**src/rtl/spi_reg_bank.sv**
```systemverilog
// SPI mode-0 peripheral exposing a bank of NUM_REGS registers of DATA_W bits.
// SPI pins are oversampled in the clk domain; a frame is rw, address, data, all MSB first.
module spi_reg_bank #(
    parameter int NUM_REGS    = 5,
    parameter int ADDR_W      = 7,
    parameter int DATA_W      = 8,
    parameter int SYNC_STAGES = 2,
    parameter logic [NUM_REGS*DATA_W-1:0] RESET_VAL = '0
) (
    input  logic                         clk,
    input  logic                         rst,
    input  logic                         sclk,
    input  logic                         copi,
    input  logic                         ncs,
    output logic                         cipo,
    output logic                         cipo_oe,
    output logic [NUM_REGS*DATA_W-1:0]   regs,
    output logic                         wr_stb,
    output logic [ADDR_W-1:0]            wr_addr,
    output logic                         err_addr,
    output logic                         err_abort
);

    localparam int MAX_W = (ADDR_W > DATA_W) ? ADDR_W : DATA_W;
    localparam int CNT_W = $clog2(MAX_W + 1);

    typedef enum logic [2:0] {S_IDLE, S_RW, S_ADDR, S_DATA, S_DONE} state_t;

    logic [SYNC_STAGES-1:0]       r_sclk_sync;
    logic [SYNC_STAGES-1:0]       r_copi_sync;
    logic [SYNC_STAGES-1:0]       r_ncs_sync;
    logic [SYNC_STAGES-1:0]       r_flush;
    logic                         r_sclk_d;

    state_t                       r_state;
    logic [CNT_W-1:0]             r_cnt;
    logic                         r_armed;
    logic                         r_rw;
    logic [ADDR_W-1:0]            r_addr;
    logic                         r_addr_ok;
    logic [DATA_W-1:0]            r_data;
    logic [DATA_W-1:0]            r_shift;
    logic                         r_rd_loaded;
    logic [NUM_REGS*DATA_W-1:0]   r_regs;
    logic                         r_cipo;
    logic                         r_cipo_oe;
    logic                         r_wr_stb;
    logic [ADDR_W-1:0]            r_wr_addr;
    logic                         r_err_addr;
    logic                         r_err_abort;

    logic                         w_sclk;
    logic                         w_copi;
    logic                         w_ncs;
    logic                         w_rise;
    logic                         w_fall;
    logic [ADDR_W-1:0]            w_addr_nx;
    logic [DATA_W-1:0]            w_data_nx;
    logic [DATA_W-1:0]            w_shl;
    logic [DATA_W-1:0]            w_rd_val;

    function automatic logic addr_in_range(input logic [ADDR_W-1:0] a);
        return 32'(a) < 32'(NUM_REGS);
    endfunction

    // Input synchronisers; r_flush marks when the ncs chain holds a real pin sample again.
    always_ff @(posedge clk) begin
        if (rst) begin
            r_sclk_sync <= '0;
            r_copi_sync <= '0;
            r_ncs_sync  <= '1;
            r_flush     <= '0;
            r_sclk_d    <= 1'b0;
        end else begin
            r_sclk_sync <= {r_sclk_sync[SYNC_STAGES-2:0], sclk};
            r_copi_sync <= {r_copi_sync[SYNC_STAGES-2:0], copi};
            r_ncs_sync  <= {r_ncs_sync[SYNC_STAGES-2:0], ncs};
            r_flush     <= {r_flush[SYNC_STAGES-2:0], 1'b1};
            r_sclk_d    <= r_sclk_sync[SYNC_STAGES-1];
        end
    end

    assign w_sclk    = r_sclk_sync[SYNC_STAGES-1];
    assign w_copi    = r_copi_sync[SYNC_STAGES-1];
    assign w_ncs     = r_ncs_sync[SYNC_STAGES-1];
    assign w_rise    = w_sclk & ~r_sclk_d;
    assign w_fall    = ~w_sclk & r_sclk_d;
    assign w_addr_nx = (r_addr << 1) | ADDR_W'(w_copi);
    assign w_data_nx = (r_data << 1) | DATA_W'(w_copi);
    assign w_shl     = r_shift << 1;

    // Out-of-range addresses read back as zero because no entry matches.
    always_comb begin
        w_rd_val = '0;
        for (int i = 0; i < NUM_REGS; i++) begin
            if (r_addr == ADDR_W'(i)) w_rd_val = r_regs[i*DATA_W +: DATA_W];
        end
    end

    always_ff @(posedge clk) begin
        if (rst) begin
            r_state     <= S_IDLE;
            r_cnt       <= '0;
            r_armed     <= 1'b0;
            r_rd_loaded <= 1'b0;
            r_regs      <= RESET_VAL;
            r_cipo      <= 1'b0;
            r_cipo_oe   <= 1'b0;
            r_wr_stb    <= 1'b0;
            r_wr_addr   <= '0;
            r_err_addr  <= 1'b0;
            r_err_abort <= 1'b0;
        end else begin
            r_wr_stb    <= 1'b0;
            r_err_addr  <= 1'b0;
            r_err_abort <= 1'b0;
            r_cipo_oe   <= ~w_ncs;
            // A frame may only start after ncs has been seen high since reset.
            if (r_flush[SYNC_STAGES-1] && w_ncs) r_armed <= 1'b1;
            case (r_state)
                S_IDLE: begin
                    r_cipo <= 1'b0;
                    if (r_armed && !w_ncs) begin
                        r_state <= S_RW;
                        r_cnt   <= '0;
                    end
                end
                S_RW: begin
                    if (w_ncs) begin
                        r_state     <= S_IDLE;
                        r_err_abort <= 1'b1;
                    end else if (w_rise) begin
                        r_rw    <= w_copi;
                        r_state <= S_ADDR;
                        r_cnt   <= '0;
                    end
                end
                S_ADDR: begin
                    if (w_ncs) begin
                        r_state     <= S_IDLE;
                        r_err_abort <= 1'b1;
                    end else if (w_rise) begin
                        r_addr <= w_addr_nx;
                        if (r_cnt == CNT_W'(ADDR_W - 1)) begin
                            r_state     <= S_DATA;
                            r_cnt       <= '0;
                            r_rd_loaded <= 1'b0;
                            r_addr_ok   <= addr_in_range(w_addr_nx);
                            if (!r_rw && !addr_in_range(w_addr_nx)) r_err_addr <= 1'b1;
                        end else begin
                            r_cnt <= r_cnt + CNT_W'(1);
                        end
                    end
                end
                S_DATA: begin
                    if (w_ncs) begin
                        r_state     <= S_IDLE;
                        r_err_abort <= 1'b1;
                        r_cipo      <= 1'b0;
                    end else if (w_rise) begin
                        r_data <= w_data_nx;
                        if (r_cnt == CNT_W'(DATA_W - 1)) begin
                            r_state <= S_DONE;
                            r_cipo  <= 1'b0;
                            if (r_rw && r_addr_ok) begin
                                for (int i = 0; i < NUM_REGS; i++) begin
                                    if (r_addr == ADDR_W'(i)) r_regs[i*DATA_W +: DATA_W] <= w_data_nx;
                                end
                                r_wr_stb  <= 1'b1;
                                r_wr_addr <= r_addr;
                            end else if (r_rw) begin
                                r_err_addr <= 1'b1;
                            end
                        end else begin
                            r_cnt <= r_cnt + CNT_W'(1);
                        end
                    end else if (w_fall && !r_rw) begin
                        if (!r_rd_loaded) begin
                            r_shift     <= w_rd_val;
                            r_cipo      <= w_rd_val[DATA_W-1];
                            r_rd_loaded <= 1'b1;
                        end else begin
                            r_shift <= w_shl;
                            r_cipo  <= w_shl[DATA_W-1];
                        end
                    end
                end
                S_DONE: begin
                    r_cipo <= 1'b0;
                    if (w_ncs) r_state <= S_IDLE;
                end
                default: r_state <= S_IDLE;
            endcase
        end
    end

    assign regs      = r_regs;
    assign cipo      = r_cipo;
    assign cipo_oe   = r_cipo_oe;
    assign wr_stb    = r_wr_stb;
    assign wr_addr   = r_wr_addr;
    assign err_addr  = r_err_addr;
    assign err_abort = r_err_abort;

endmodule

```
**config.mk**
```make
export PLATFORM = sky130hd
export DESIGN_NAME = spi_reg_bank
export DESIGN_NICKNAME = d
export VERILOG_FILES = /design/src/rtl/spi_reg_bank.sv
export SDC_FILE = /design/constraint.sdc
export NUM_CORES = 1
export LEC_CHECK = 0
export ABC_CLOCK_PERIOD_IN_PS = 5400
export BUFFER_PORTS_ARGS = -buffer_cell sky130_fd_sc_hd__clkbuf_2
export CORE_MARGIN = 10
export CORE_UTILIZATION = 61
export CTS_CLUSTER_SIZE = 20
export DETAILED_ROUTE_END_ITERATION = 10
export HOLD_SLACK_MARGIN = 0.03
export PLACE_DENSITY = 0.84
export SKIP_CTS_REPAIR_TIMING = 1
export SLEW_MARGIN = 20
export SYNTH_ARGS = -nofsm -noshare
export SYNTH_HDL_FRONTEND = slang
export SYNTH_SLANG_ARGS = --single-unit
```
**constraint.sdc**
```tcl
create_clock -name clk -period 5.4 [get_ports clk]
set_input_delay 1.08 -clock clk [delete_from_list [all_inputs] [get_ports clk]]
set_output_delay 1.08 -clock clk [all_outputs]
set_load 0.005 [all_outputs]
```
Word-level counts from Yosys, hierarchy flattened
Index checks and enable logic that the tools add are counted.

storage, ports and cells
  register bits after elaboration = 93
  input bits = 5
  output and inout port bits = 52
  word-level logic and storage cells = 155

operators by class
  add/subtract/negate cells = 1
  $lt $le $gt $ge = 1
  eq/ne operators = 29
  multiplexer cells = 53
  bitwise logic cells = 12
  reductions and logical operators = 32

operators by type and width
  cell                                                                  number
  8-bit 2-to-1 mux                                                      5
  4-bit 2-to-1 mux                                                      9
  3-bit 2-to-1 mux                                                      10
  6-bit AND reduction                                                   5
  2-bit != test, second input constant                                  12
  1-bit 2-to-1 mux                                                      23
  4-bit case mux with 4 select lines                                    1
  3-bit != test, second input constant                                  5
  3-bit case mux with 5 select lines                                    1
  5-bit AND reduction                                                   3
  7-bit by 2-bit == test with 1-bit output, second input constant       2
  7-bit AND reduction                                                   2
  4-bit AND reduction                                                   3
  9-bit AND reduction                                                   1
  4-bit by 3-bit == test with 1-bit output, second input constant       2
  4-bit != test, second input constant                                  2
  1-bit inverter                                                        8
  8-bit by 1-bit bitwise OR with 8-bit output                           1
  7-bit by 1-bit == test with 1-bit output, second input constant       1
  7-bit by 3-bit == test with 1-bit output, second input constant       1
  7-bit logical NOT                                                     1
  7-bit by 3-bit < comparator with 1-bit output, second input constant  1
  7-bit 2-to-1 mux                                                      1
  7-bit by 1-bit bitwise OR with 7-bit output                           1
  other kinds (15)                                                      27

Depth between registers and ports, before layout
  depth after elaboration = 11
  gate-level depth with buffers = 7
  gate-level depth less buffers = 7

Worst setup path before layout
No wires, ideal clock.

  kind = input -> register
  start point = input rst
  end point = register r_addr[0], enable pin
  library setup time = 380 ps
  arrival time = 1982 ps
  required time = 5020 ps
  slack = 3038 ps
  cell stages on the path = 3
  buffers on the path = 0
  cell sequence = nor2_1 > nand2_1 > nor3_1

on the way
  longest elaborated chain between the ends = 2

RTL lines
  item                           RTL line  source
  start, declared                11        input logic rst,
  1-bit inverter (no line)       --
  4-bit AND reduction (no line)  --
  end signal, assigned           143       r_addr <= w_addr_nx;
  end, declared                  39        logic [ADDR_W-1:0] r_addr;

No other way between the ends.
A chain may end at the register's enable or synchronous reset.

Final worst setup path
  start point = register r_addr[3]
  end point = register r_regs[23] (netlist: regs[23])

on the way
  longest elaborated chain between the ends = 2

RTL lines
  item                                      RTL line  source
  7-bit by 2-bit == test with 1-bit output  167       if (r_addr == ADDR_W'(i)) r_regs[i*DATA_W +: DATA_W] <= w_data_nx;
  6-bit AND reduction (no line)             --
  end signal, assigned by index             167
  end, declared                             44        logic [NUM_REGS*DATA_W-1:0] r_regs;

No other way between the ends.

==> summary.txt <==
Status -> completed
GR Overflow Total -> 0
DR iter-0 viols -> 358
Cell with the most instances after synthesis -> dfxtp_1
HPWL Detailed -> 6010 µm
Fill count -> 421
Die Y -> 99.7 µm
Vias per inst -> 5.92
Worst-Skew Late Latency -> 0.36 ns
CTS Buf Count -> 9
CP top delay family -> simple AND/OR/NAND/NOR gates
Fin. Hold Viols -> 0
Routed WL -> 8710 µm
Global-route wire length before repair -> 14200 µm
Worst Path Buf+Inv -> 0
Critical Path AT -> 3.19 ns
Cells after synthesis -> 363
Share of layout cells above drive strength 1 -> 21.4%
Top_reg_cell synth -> dfxtp_1
CP Launch Type -> register
Routed vias -> 2901
Worst VDD drop -> 212 µV
Synth cell count leaders -> 70 x dfxtp_1, 55 x nor2_1, 42 x mux2i_1, 27 x nand2_1, 23 x edfxtp_1
RSZ-0062 raised after global routing -> false
Total GRT Usage -> 17.4%
Routed WL per cell -> 17.8 µm
Post-synthesis sequential area ratio -> 54.0%
Crit-path slowest cell -> nand4b_1
Ys async rst share -> 0%
Worst slew slack as a fraction of its limit -> 28.5%
Crit end category -> register
Final net count -> 417
CTS Root Cell -> clkbuf_8
Post-synth top area share -> 36.2%
CTS sink count -> 93
Placed insts -> 474
Setup TNS -> 0 ns
Initial antenna violation count -> 0
Max-cap violations -> 0
Initial Utilization -> 63.9%
CP dominant cell by count -> nor2_1
Worst EP required -> 5.62 ns
Dpl ws -> 2.23 ns
DIE AREA -> 0.00994 mm²
Max incr delay on CP -> 0.72 ns
Post-synth EDFFs -> 23
Number of setup violations in the final report -> 0
CTS tree -> done
Worst Tran Pin Value -> 1.06 ns
HP Class -> reg -> reg
Crit path max fanout -> 11
Fmax achieved -> 336 MHz
Critical path class -> reg -> reg
Mapped Avg Cell Area -> 10.7 µm²
Core area -> 0.00606 mm²
Max Root-Sink Buffers -> 2
Vias in the first global route -> 2825
Num ports -> 57
Final WS setup -> 2.43 ns
# diodes -> 0
Post-Synthesis Net Count -> 370
Clk pin slew, worst setup/hold paths -> 0.09 ns
GP Congestion -> 0.908
Area contributors post-synth -> dfxtp_1 36%, edfxtp_1 18%, mux2i_1 11%, nor2_1 5.3%, mux4_2 3.5%
Fin cells -> 490
Pwr dens -> 306 mW/mm²
Final Total Pwr -> 1350 µW
Rows -> 28
Routed Antenna Nets -> 0
Clock period minus worst slack -> 2.97 ns
Pre-antenna DRT Iters -> 6
Remaining DRCs -> 0
Largest net degree at the start of global routing -> 69
Clock skew -> 0.00993 ns
Leading area contributor after synthesis -> dfxtp_1
Synth-to-Final Area Change -> 14.0%
LEAKAGE -> 0.00190 µW
Yosys warns -> 0
Port bufs -> 56
CP cell instances -> or4_4 -> nor2_1 -> nand4b_1 -> mux2i_1 -> nor2_1
Slew Limit Fails -> 0
Final period util -> 55.1%
H-tree depth -> 3
Die W -> 99.7 µm
Seq cells post-synth -> 93
Mapped Area -> 0.00387 mm²
Yosys cell types -> 53
-- metrics by stage --
stage | hold slack, ns | utilization [%] | area (µm²)
final | 0.417 | 72.9 | 4420
after global routing | 0.440 | 72.9 | 4420
after CTS | 0.417 | 72.9 | 4420
after detailed placement | 0.396 | 68.5 | 4150
after global placement | 0.395 | 68.5 | 4150
after floorplan | 0.389 | - | 3870
-- layout by cell type, fill, tap and decap left out, types with 3 or more instances in the layout --
master     synthesis  routed
dfxtp_1           70      70
nor2_1            55      55
mux2i_1           42      42
a22oi_1            6       6
bufinv_16          0       3
a21oi_1           15      15
or3_1              3       3
clkbuf_2           0      56
nor2b_1            9       9
inv_1              6       6
or4_1              4       4
nor3_1             4       4
clkbuf_8           0       9
edfxtp_1          23      23
mux4_2             6       6
nand2_1           27      27
or2_2              3       3
nand3_1            3       3
o21ai_0           14      14
nor4_1             4       4
nand2b_1           4       4
-- sequential cells by signal, indices dropped and copies added (netlist names), 3 cells and up --
signal   cells
r_addr       7
r_cnt        4
r_data       7
r_shift      7
r_state      3
regs        40
wr_addr      7
-- kinds of logic after synthesis --
| kind of cell | after synthesis | synth area share (%) |
|---|---|---|
| compound gates | 55 | 9.07 |
| fa+ha+maj | 2 | 0.646 |
| buf+inv | 27 | 3.23 |
| flops | 93 | 54.0 |
| mux | 48 | 14.3 |
| simple gates | 138 | 18.7 |
-- layer usage --
metal | track usage (%) | up-vias | share of wire, %
li1 | - | 1395 | -
met1 | 23.2 | 1388 | 46
met2 | 26.4 | 101 | 46
met3 | 4.71 | 17 | 6.7
met4 | 6.62 | 0 | 1.6
met5 | 0 | - | 0
-- report_power, final --
part	total [µW]	internal (µW)	switching [µW]
Clock	583	339	244
Sequential	728	716	12.5
Combinational	39.2	16.5	22.7
Total	1350	1070	279
-- worst reg2reg max path, delay by kind of cell, from the launching register on --
family / cells / cell delay, ns
AND/OR/NAND/NOR: 4 / 2.02
flip-flops: 1 / 0.44
multiplexers: 1 / 0.38
-- layout make-up --
class | count | area [µm²] | share of cell area (%)
multi-input combinational | 243 | 1660 | 37.5
clock inverter | 6 | 114 | 2.58
clock buffer | 10 | 149 | 3.37
tap | 75 | 93.8 | 2.12
timing repair buffer | 57 | 288 | 6.52
sequential | 93 | 2090 | 47.4
inverter | 6 | 22.5 | 0.510
-- final timing paths --
path,endpoint,slack (ns),cells past startpoint,from
worst min register to register,r_ncs_sync[1],0.42,1,r_ncs_sync[0]
worst min-delay path,r_ncs_sync[1],0.42,1,r_ncs_sync[0]
worst max-delay path,regs[23],2.43,5,r_addr[3]
worst max register to register,regs[23],2.43,5,r_addr[3]
Power figures use the tool's default switching activity.
